File: src/rtl/vga_window_gen.sv
// VGA timing generator with a movable rectangular window; moves are applied in vertical blanking.
// Define WIN_WRAP_EN to make window moves wrap around the visible range instead of clamping.
module vga_window_gen #(
  parameter int CLK_DIV   = 2,
  parameter int H_VISIBLE = 640,
  parameter int H_FRONT   = 16,
  parameter int H_SYNC    = 96,
  parameter int H_BACK    = 48,
  parameter int V_VISIBLE = 480,
  parameter int V_FRONT   = 10,
  parameter int V_SYNC    = 2,
  parameter int V_BACK    = 33,
  parameter int HSYNC_POL = 0,
  parameter int VSYNC_POL = 0,
  parameter int WIN_W     = 8,
  parameter int WIN_H     = 16,
  parameter int X_INIT    = 316,
  parameter int Y_INIT    = 232,
  parameter int STEP      = 1,
  localparam int H_TOTAL  = H_VISIBLE + H_FRONT + H_SYNC + H_BACK,
  localparam int V_TOTAL  = V_VISIBLE + V_FRONT + V_SYNC + V_BACK,
  localparam int XW       = $clog2(H_TOTAL),
  localparam int YW       = $clog2(V_TOTAL),
  localparam int CW       = (WIN_W > 1) ? $clog2(WIN_W) : 1,
  localparam int RW       = (WIN_H > 1) ? $clog2(WIN_H) : 1
) (
  input  logic          clk,
  input  logic          reset,
  input  logic          mv_valid,
  input  logic [1:0]    mv_dir,
  output logic          pix_en,
  output logic [XW-1:0] pix_x,
  output logic [YW-1:0] pix_y,
  output logic          hsync,
  output logic          vsync,
  output logic          visible,
  output logic          display_area,
  output logic [CW-1:0] win_col,
  output logic [RW-1:0] win_row,
  output logic          frame_start
);

  localparam int DW = (CLK_DIV > 1) ? $clog2(CLK_DIV) : 1;

  localparam logic [DW-1:0] DIV_LAST = DW'(CLK_DIV - 1);
  localparam logic [XW-1:0] X_LAST   = XW'(H_TOTAL - 1);
  localparam logic [YW-1:0] Y_LAST   = YW'(V_TOTAL - 1);
  localparam logic [XW-1:0] HS_FIRST = XW'(H_VISIBLE + H_FRONT);
  localparam logic [XW-1:0] HS_LAST  = XW'(H_VISIBLE + H_FRONT + H_SYNC - 1);
  localparam logic [YW-1:0] VS_FIRST = YW'(V_VISIBLE + V_FRONT);
  localparam logic [YW-1:0] VS_LAST  = YW'(V_VISIBLE + V_FRONT + V_SYNC - 1);
  localparam logic [XW-1:0] X_VIS    = XW'(H_VISIBLE);
  localparam logic [YW-1:0] Y_VIS    = YW'(V_VISIBLE);
  localparam logic [XW-1:0] X_MAX    = XW'(H_VISIBLE - WIN_W);
  localparam logic [YW-1:0] Y_MAX    = YW'(V_VISIBLE - WIN_H);
  localparam logic [XW:0]   X_RANGE  = (XW+1)'(H_VISIBLE - WIN_W + 1);
  localparam logic [YW:0]   Y_RANGE  = (YW+1)'(V_VISIBLE - WIN_H + 1);
  localparam logic [XW:0]   STEP_X   = (XW+1)'(STEP);
  localparam logic [YW:0]   STEP_Y   = (YW+1)'(STEP);
  localparam logic [XW:0]   WIN_W_X  = (XW+1)'(WIN_W);
  localparam logic [YW:0]   WIN_H_Y  = (YW+1)'(WIN_H);
  localparam logic [XW-1:0] X_START  = XW'(X_INIT);
  localparam logic [YW-1:0] Y_START  = YW'(Y_INIT);
  localparam logic          H_ACT    = (HSYNC_POL != 0) ? 1'b1 : 1'b0;
  localparam logic          V_ACT    = (VSYNC_POL != 0) ? 1'b1 : 1'b0;

  logic [DW-1:0] div_r;
  logic          pix_en_r;
  logic [XW-1:0] pix_x_r;
  logic [YW-1:0] pix_y_r;
  logic [XW-1:0] win_x_r;
  logic [YW-1:0] win_y_r;
  logic          pend_v_r;
  logic [1:0]    pend_dir_r;

  logic          apply_s;
  logic [XW:0]   sum_x_s;
  logic [YW:0]   sum_y_s;
  logic [XW-1:0] x_low_s, x_high_s, next_x_s;
  logic [YW-1:0] y_low_s, y_high_s, next_y_s;
  logic          in_x_s, in_y_s, disp_s;

  // Clock divider: pix_en is high for one clk after every CLK_DIV-th edge.
  always_ff @(posedge clk or negedge reset) begin
    if (!reset) begin
      div_r    <= '0;
      pix_en_r <= 1'b0;
    end else begin
      pix_en_r <= (div_r == DIV_LAST);
      if (div_r == DIV_LAST) begin
        div_r <= '0;
      end else begin
        div_r <= div_r + 1'b1;
      end
    end
  end

  // Raster counters advance at the end of each pixel-enable cycle.
  always_ff @(posedge clk or negedge reset) begin
    if (!reset) begin
      pix_x_r <= '0;
      pix_y_r <= '0;
    end else if (pix_en_r) begin
      if (pix_x_r == X_LAST) begin
        pix_x_r <= '0;
        if (pix_y_r == Y_LAST) begin
          pix_y_r <= '0;
        end else begin
          pix_y_r <= pix_y_r + 1'b1;
        end
      end else begin
        pix_x_r <= pix_x_r + 1'b1;
      end
    end else begin
      pix_x_r <= pix_x_r;
      pix_y_r <= pix_y_r;
    end
  end

  assign apply_s = pix_en_r && (pix_x_r == '0) && (pix_y_r == Y_VIS);

  // Pending move slot: a new request always wins, even on the apply clk.
  always_ff @(posedge clk or negedge reset) begin
    if (!reset) begin
      pend_v_r   <= 1'b0;
      pend_dir_r <= 2'b00;
    end else if (mv_valid) begin
      pend_v_r   <= 1'b1;
      pend_dir_r <= mv_dir;
    end else if (apply_s) begin
      pend_v_r   <= 1'b0;
    end else begin
      pend_v_r   <= pend_v_r;
    end
  end

  // Out-of-range targets for the moved window edge.
  always_comb begin
    sum_x_s = {1'b0, win_x_r} + STEP_X;
    sum_y_s = {1'b0, win_y_r} + STEP_Y;
`ifdef WIN_WRAP_EN
    x_low_s  = XW'({1'b0, win_x_r} + X_RANGE - STEP_X);
    x_high_s = XW'(sum_x_s - X_RANGE);
    y_low_s  = YW'({1'b0, win_y_r} + Y_RANGE - STEP_Y);
    y_high_s = YW'(sum_y_s - Y_RANGE);
`else
    x_low_s  = '0;
    x_high_s = X_MAX;
    y_low_s  = '0;
    y_high_s = Y_MAX;
`endif
  end

  // Candidate window position for the pending direction.
  always_comb begin
    next_x_s = win_x_r;
    next_y_s = win_y_r;
    case (pend_dir_r)
      2'b00: begin
        if ({1'b0, win_y_r} < STEP_Y) next_y_s = y_low_s;
        else                          next_y_s = YW'({1'b0, win_y_r} - STEP_Y);
      end
      2'b01: begin
        if (sum_y_s > {1'b0, Y_MAX}) next_y_s = y_high_s;
        else                         next_y_s = YW'(sum_y_s);
      end
      2'b10: begin
        if ({1'b0, win_x_r} < STEP_X) next_x_s = x_low_s;
        else                          next_x_s = XW'({1'b0, win_x_r} - STEP_X);
      end
      2'b11: begin
        if (sum_x_s > {1'b0, X_MAX}) next_x_s = x_high_s;
        else                         next_x_s = XW'(sum_x_s);
      end
      default: begin
        next_x_s = win_x_r;
        next_y_s = win_y_r;
      end
    endcase
  end

  // Window position register, updated only in vertical blanking.
  always_ff @(posedge clk or negedge reset) begin
    if (!reset) begin
      win_x_r <= X_START;
      win_y_r <= Y_START;
    end else if (apply_s && pend_v_r) begin
      win_x_r <= next_x_s;
      win_y_r <= next_y_s;
    end else begin
      win_x_r <= win_x_r;
      win_y_r <= win_y_r;
    end
  end

  // Zero-latency decodes of the registered counters.
  always_comb begin
    in_x_s = (pix_x_r >= win_x_r) && ({1'b0, pix_x_r} < ({1'b0, win_x_r} + WIN_W_X));
    in_y_s = (pix_y_r >= win_y_r) && ({1'b0, pix_y_r} < ({1'b0, win_y_r} + WIN_H_Y));
    disp_s = in_x_s && in_y_s;
  end

  assign pix_en       = pix_en_r;
  assign pix_x        = pix_x_r;
  assign pix_y        = pix_y_r;
  assign hsync        = ((pix_x_r >= HS_FIRST) && (pix_x_r <= HS_LAST)) ? H_ACT : ~H_ACT;
  assign vsync        = ((pix_y_r >= VS_FIRST) && (pix_y_r <= VS_LAST)) ? V_ACT : ~V_ACT;
  assign visible      = (pix_x_r < X_VIS) && (pix_y_r < Y_VIS);
  assign display_area = disp_s;
  assign win_col      = disp_s ? CW'(pix_x_r - win_x_r) : '0;
  assign win_row      = disp_s ? RW'(pix_y_r - win_y_r) : '0;
  assign frame_start  = pix_en_r && (pix_x_r == '0) && (pix_y_r == '0);

endmodule

File: config.mk
export PLATFORM = sky130hd
export DESIGN_NAME = vga_window_gen
export DESIGN_NICKNAME = d
export VERILOG_FILES = /design/src/rtl/vga_window_gen.sv
export SDC_FILE = /design/constraint.sdc
export NUM_CORES = 1
export LEC_CHECK = 0
export ABC_AREA = 0
export CORE_AREA = 2 2 89 91
export DETAILED_ROUTE_END_ITERATION = 6
export DIE_AREA = 0 0 91 93
export GPL_TIMING_DRIVEN = 0
export PLACE_DENSITY = 0.87
export SYNTH_ARGS = -nofsm -noshare
export SYNTH_HDL_FRONTEND = slang
export SYNTH_SLANG_ARGS = --single-unit
File: constraint.sdc
create_clock -name clk -period 4.3 [get_ports clk]
set_input_delay 1.075 -clock clk [delete_from_list [all_inputs] [get_ports clk]]
set_output_delay 1.075 -clock clk [all_outputs]
set_load 0.03 [all_outputs]
# After elaboration in Yosys (flattened, before gate mapping)
# Cells that the tools add are included.
# totals
mem_count	0
mem_bits_rw	0
word_cells	73
latch_bits	0
rom_bits	0
out_inout_bits	33
register_bits	45
input_bits	5
# op_classes
shifts	0
muxes	15
n_div	0
add_sub_neg	11
multipliers	0
n_reduce_logical	19
bitwise	0
n_lt_le_gt_ge	14
n_eq_ne	6
# op_table
op	count
10-bit two-way mux	6
10-bit case mux with 2 select lines	2
10-bit by 1-bit adder with 11-bit output, second input constant	2
10-bit by 11-bit < comparator with 1-bit output	2
10-bit by 1-bit adder with 10-bit output, second input constant	2
10-bit equality test, second input constant	2
10-bit greater-or-equal comparator	2
10-bit logical NOT	2
10-bit by 1-bit < comparator with 1-bit output, second input constant	2
10-bit by 1-bit subtractor with 10-bit output, second input constant	2
10-bit by 4-bit adder with 11-bit output, second input constant	1
10-bit by 5-bit adder with 11-bit output, second input constant	1
11-bit by 10-bit > comparator with 1-bit output, second input constant	1
11-bit by 9-bit > comparator with 1-bit output, second input constant	1
10-bit by 9-bit equality test with 1-bit output, second input constant	1
10-bit greater-or-equal comparator, second input constant	1
10-bit by 9-bit greater-or-equal comparator with 1-bit output, second input constant	1
10-bit less-or-equal comparator, second input constant	1
10-bit by 9-bit less-or-equal comparator with 1-bit output, second input constant	1
1-bit logical AND	10
10-bit < comparator, second input constant	1
10-bit by 9-bit < comparator with 1-bit output, second input constant	1
2-bit AND reduction	3
2-bit nonzero test	3
other kinds (9)	14

# Depth between registers and ports, before layout
# logic_depth
ltp_word	5
mapped_depth	12
mapped_depth_nobuf	11

# Worst setup path before layout
# Ideal clock, no wire load.
# synth_path
path_type	reg-to-output
startpoint	reg win_y_r[5]
endpoint	out win_row[3]
t_arrival_ps	2947
t_required_ps	3225
slack_ps	278
n_path_buf	0
path_stages_with_launch	9
path_cell_list	dfstp_2 > ha_1 > xnor2_1 > ha_1 > a2111oi_0 > a211oi_1 > o41ai_1 > nand4_1 > nor3b_1
# synth_between
elab_chain_len	5
word_cells_on_any_way	6
classes_between	1 x add/sub; 2 x order compare; 1 x mux; 2 x reduce/logical
# synth_rtl
item	line_no	text
from (decl)	72	logic [YW-1:0] win_y_r;
from (signal assigned)	189	win_y_r <= next_y_s;
from (signal assigned)	192	win_y_r <= win_y_r;
10-bit by 5-bit adder with 11-bit output	199	in_y_s = (pix_y_r >= win_y_r) && ({1'b0, pix_y_r} < ({1'b0, win_y_r} + WIN_H_Y));
10-bit by 11-bit < comparator with 1-bit output	199	
1-bit logical AND (*)	199	
1-bit logical AND (*)	200	disp_s = in_x_s && in_y_s;
4-bit two-way mux (*)	211	assign win_row = disp_s ? RW'(pix_y_r - win_y_r) : '0;
to (decl)	39	output logic [RW-1:0] win_row,
# Mark *: on every way between the ends. The rest lies on a longest branch, timed or not.

# Worst setup path in the final report
# layout_path
startpoint	reg win_y_r[5]
endpoint	out win_row[0]
# The elaborated chain is that of the path after synthesis.

==> impl_metrics.py <==
metrics = {
    "synth": {
        "synth_edf_count": 0,
        "muxShareOfSynthArea": 0.00499,
        "synth_cell_type_count": 65,
        "syn_area_per_cell_um2": 8.11,
        "yosysTopAreaCellShare": 0.211,
        "yosys.area_share.simple": 0.248,
        "synth-xor-area-share": 0.0596,
        "synth_top_family_by_area": "simple AND/OR/NAND/NOR gates",
        "synth.top_cells.by_area": "dfrtp_1 (21%), ha_1 (13%), dfstp_2 (5.5%), xnor2_1 (4.9%), nand2_1 (4.0%)",
        "syn_inst": 526,
        "synth_fp_nets": 579,
        "synth-compound-area-share": 0.214,
        "ys_ff_latch": 45,
        "synth_fa_ha_area_frac": 0.144,
        "async_reset_ff_frac": 1.00,
        "syn_area_mm2": 0.00426,
        "synth_top_cell_by_area": "dfrtp_1",
        "yosysWarnings": 0,
        "synthFlopType": "dfrtp_1",
        "ys_seq_area_frac": 0.267,
    },
    "die": {
        "die_h_um": 93,
        "die_x_um": 91,
        "initial_core_util": 0.566,
        "io_pins": 38,
        "dieArea_mm2": 0.00846,
        "core_area_mm2": 0.00753,
        "core.rowCount": 32,
    },
    "worst_setup_path": {
        "critPathMaxFanout": 5,
        "critPathArrivalTime_ns": 3.15,
        "crit_type": "reg -> out",
        "cp-end-kind": "output pin",
        "required_ns": 3.22,
        "start_kind": "flip-flop",
    },
    "detailed_routing": {
        "num_vias": 4276,
        "viasPerCell": 6.28,
        "dr.pass1.iters": 5,
        "drt_iter0_drc": 273,
        "post_drt_wl_per_cell_um": 17.4,
        "drcViolationCount": 0,
        "wl_um": 11900,
        "postRouteAntennaNets": 0,
    },
    "layout": {
        "postLayoutCoreUtil": 0.665,
        "regArea_mm2": 0.00114,
        "final_cell_mix": "nand2_1 (46), ha_1 (43), inv_1 (37)",
        "areaGrowthSynthToFinish_pct": 17.4,
        "final_nets": 631,
        "fillers": 667,
        "drive_gt1_frac": 0.149,
        "multi_input_area_mm2": 0.00293,
        "antennaDiodeCount": 0,
        "final_common_cell": "nand2_1",
    },
    "timing": {
        "finalClockSkew_ns": 0.00869,
        "finalHoldViolations": 0,
        "relSlewSlack": 0.559,
        "finalCriticalPeriod_ns": 4.23,
        "report.final.slew_viol_count": 0,
        "max_freq_ghz": 0.237,
        "whs_ns": 0.389,
        "worstMarginPinSlew_ns": 0.655,
        "setup_viol_count_final": 0,
        "rsz0062_at_grt": "yes",
        "fin_crit_sh": 0.983,
    },
    "pwr": {
        "cellLeakagePower_nw": 2.01,
        "p_per_area_mw_per_mm2": 151,
        "peakVddDrop_v": 0.000137,
    },
    "run": {
        "cap_viol_max_count": 0,
    },
    "placement": {
        "gp_congestion": 0.995,
        "hpwl_um": 8840,
        "portBuffers": 37,
    },
    "cts": {
        "cts_made_buffers": 5,
        "clk_pin_slew_ns": 0.09,
        "cts_tree": "built",
        "cts_root_buf": "clkbuf_8",
        "numClockSinks": 45,
        "cts_max_level": 2,
        "clk_latency_ns": 0.31,
        "clockBufferDepth": 2,
    },
    "global_routing": {
        "grt-busiest-layer": "met2",
        "grt_max_degree": 24,
        "use_met2": 0.493,
        "grt_pass1_vias": 4169,
        "grt_pass1_wl_um": 19800,
        "overflow": 0,
        "met3_usage": 0.0459,
        "antenna_found_initial": 0,
        "grt_use_met1": 0.365,
        "groute.usage.overall": 0.285,
    },
    "status": {
        "status": "finished, final reports clean",
    },
    "worst_hold_path": {
        "hold_class": "reg -> reg",
    },
}
metrics by stage:
stage | setup TNS (ns) | area, um^2 | cells | total power, W | worst slack [ns]
5_1_grt | -0.0835 | 5010 | 681 | 0.000788 | -0.0349
6_report | 0 | 5010 | 681 | 0.000758 | 0.0726
3_3_place_gp | -3.34 | 4760 | 665 | 0.000473 | -0.593
3_5_place_dp | -3.61 | 4780 | 666 | 0.000476 | -0.596
2_1_floorplan | 0 | 4260 | 526 | 0.000454 | 0.278
4_1_cts | 0 | 4910 | 676 | 0.000763 | 0.00365
cells by family after synthesis:
family | count (synthesis)
flops | 45
buf+inv | 65
mux | 2
xor+xnor | 29
simple gates | 202
fa+ha+maj | 48
compound gates | 135
cell type report:
type / count / share of cell area
Sequential cell: 45 / 0.228
Timing Repair Buffer: 47 / 0.0877
Inverter: 38 / 0.0290
Buffer: 25 / 0.0245
Multi-Input combinational cell: 416 / 0.586
Tap cell: 102 / 0.0255
Clock inverter: 2 / 0.00275
Clock buffer: 6 / 0.0165
sequential cells by signal (all words and copies together) (netlist names):
signal,count
pix_en,1
win_y_r,10
div_r,1
pix_x,10
pend_v_r,1
win_x_r,10
pend_dir_r,2
pix_y,10
per-layer routing:
metal / share of wire / wire (um)
met1: 0.43 / 5060
met2: 0.49 / 5810
met3: 0.064 / 761
met4: 0.020 / 233
met5: 0 / 0
power breakdown:
| part | internal, W | switching (W) | total (W) | leakage [nW] |
|---|---|---|---|---|
| sequential | 0.000425 | 0.00000389 | 0.000429 | 0.564 |
| combinational | 0.0000129 | 0.0000263 | 0.0000392 | 1.40 |
| clock | 0.000131 | 0.000160 | 0.000290 | 0.0512 |
| total | 0.000569 | 0.000190 | 0.000758 | 2.01 |
worst max-delay path, stage by stage (launching register included):
cell	delay, ns
dfstp_2	0.62
inv_4	0.07
ha_1	0.27
inv_1	0.06
ha_2	0.27
a21o_1	0.18
a21oi_2	0.15
a211oi_2	0.06
o41ai_2	0.40
nand4_1	0.26
buf_4	0.23
nor2_2	0.10
buf_4	0.17
worst paths after layout:
check | from | to | slack, ns | depth (start not counted)
worst max-delay path | win_y_r[5]$_DFFE_PN1P_ | win_row[0] | 0.07 | 12
worst min-delay path | div_r$_DFF_PN0_ | pix_en$_DFF_PN0_ | 0.39 | 0
worst max register to register | win_x_r[1]$_DFFE_PN0P_ | win_x_r[0]$_DFFE_PN0P_ | 1.60 | 8
worst min register to register | div_r$_DFF_PN0_ | pix_en$_DFF_PN0_ | 0.39 | 0
max in group asynchronous | reset | win_x_r[4]$_DFFE_PN1P_ | 2.92 | 2
min in group asynchronous | reset | pix_y[8]$_DFFE_PN0P_ | 0.76 | 1
timing repair:
action | CTS | global route
setup buffers | 3 | 6
gates resized for setup | 33 | 49
setup endpoints to repair | 8 | 8
hold buffers | 0 | 0
pin swaps | 1 | 7
endpoints found under the hold margin | 0 | 0
gates cloned | 0 | 0
cells in the mapped netlist (all sizes together), types with 6 or more instances:
cell type,instances
nand2b,7
inv,38
dfstp,9
buf,11
a21oi,31
nand3,25
clkbuf,16
xnor2,24
o21a,9
o22ai,6
nor3,23
nand4,18
nor2,41
dfrtp,36
nand2,46
ha,46
a21o,9
o21ai,32
nor4,8
Note: power is estimated with default switching activity, not from simulation.
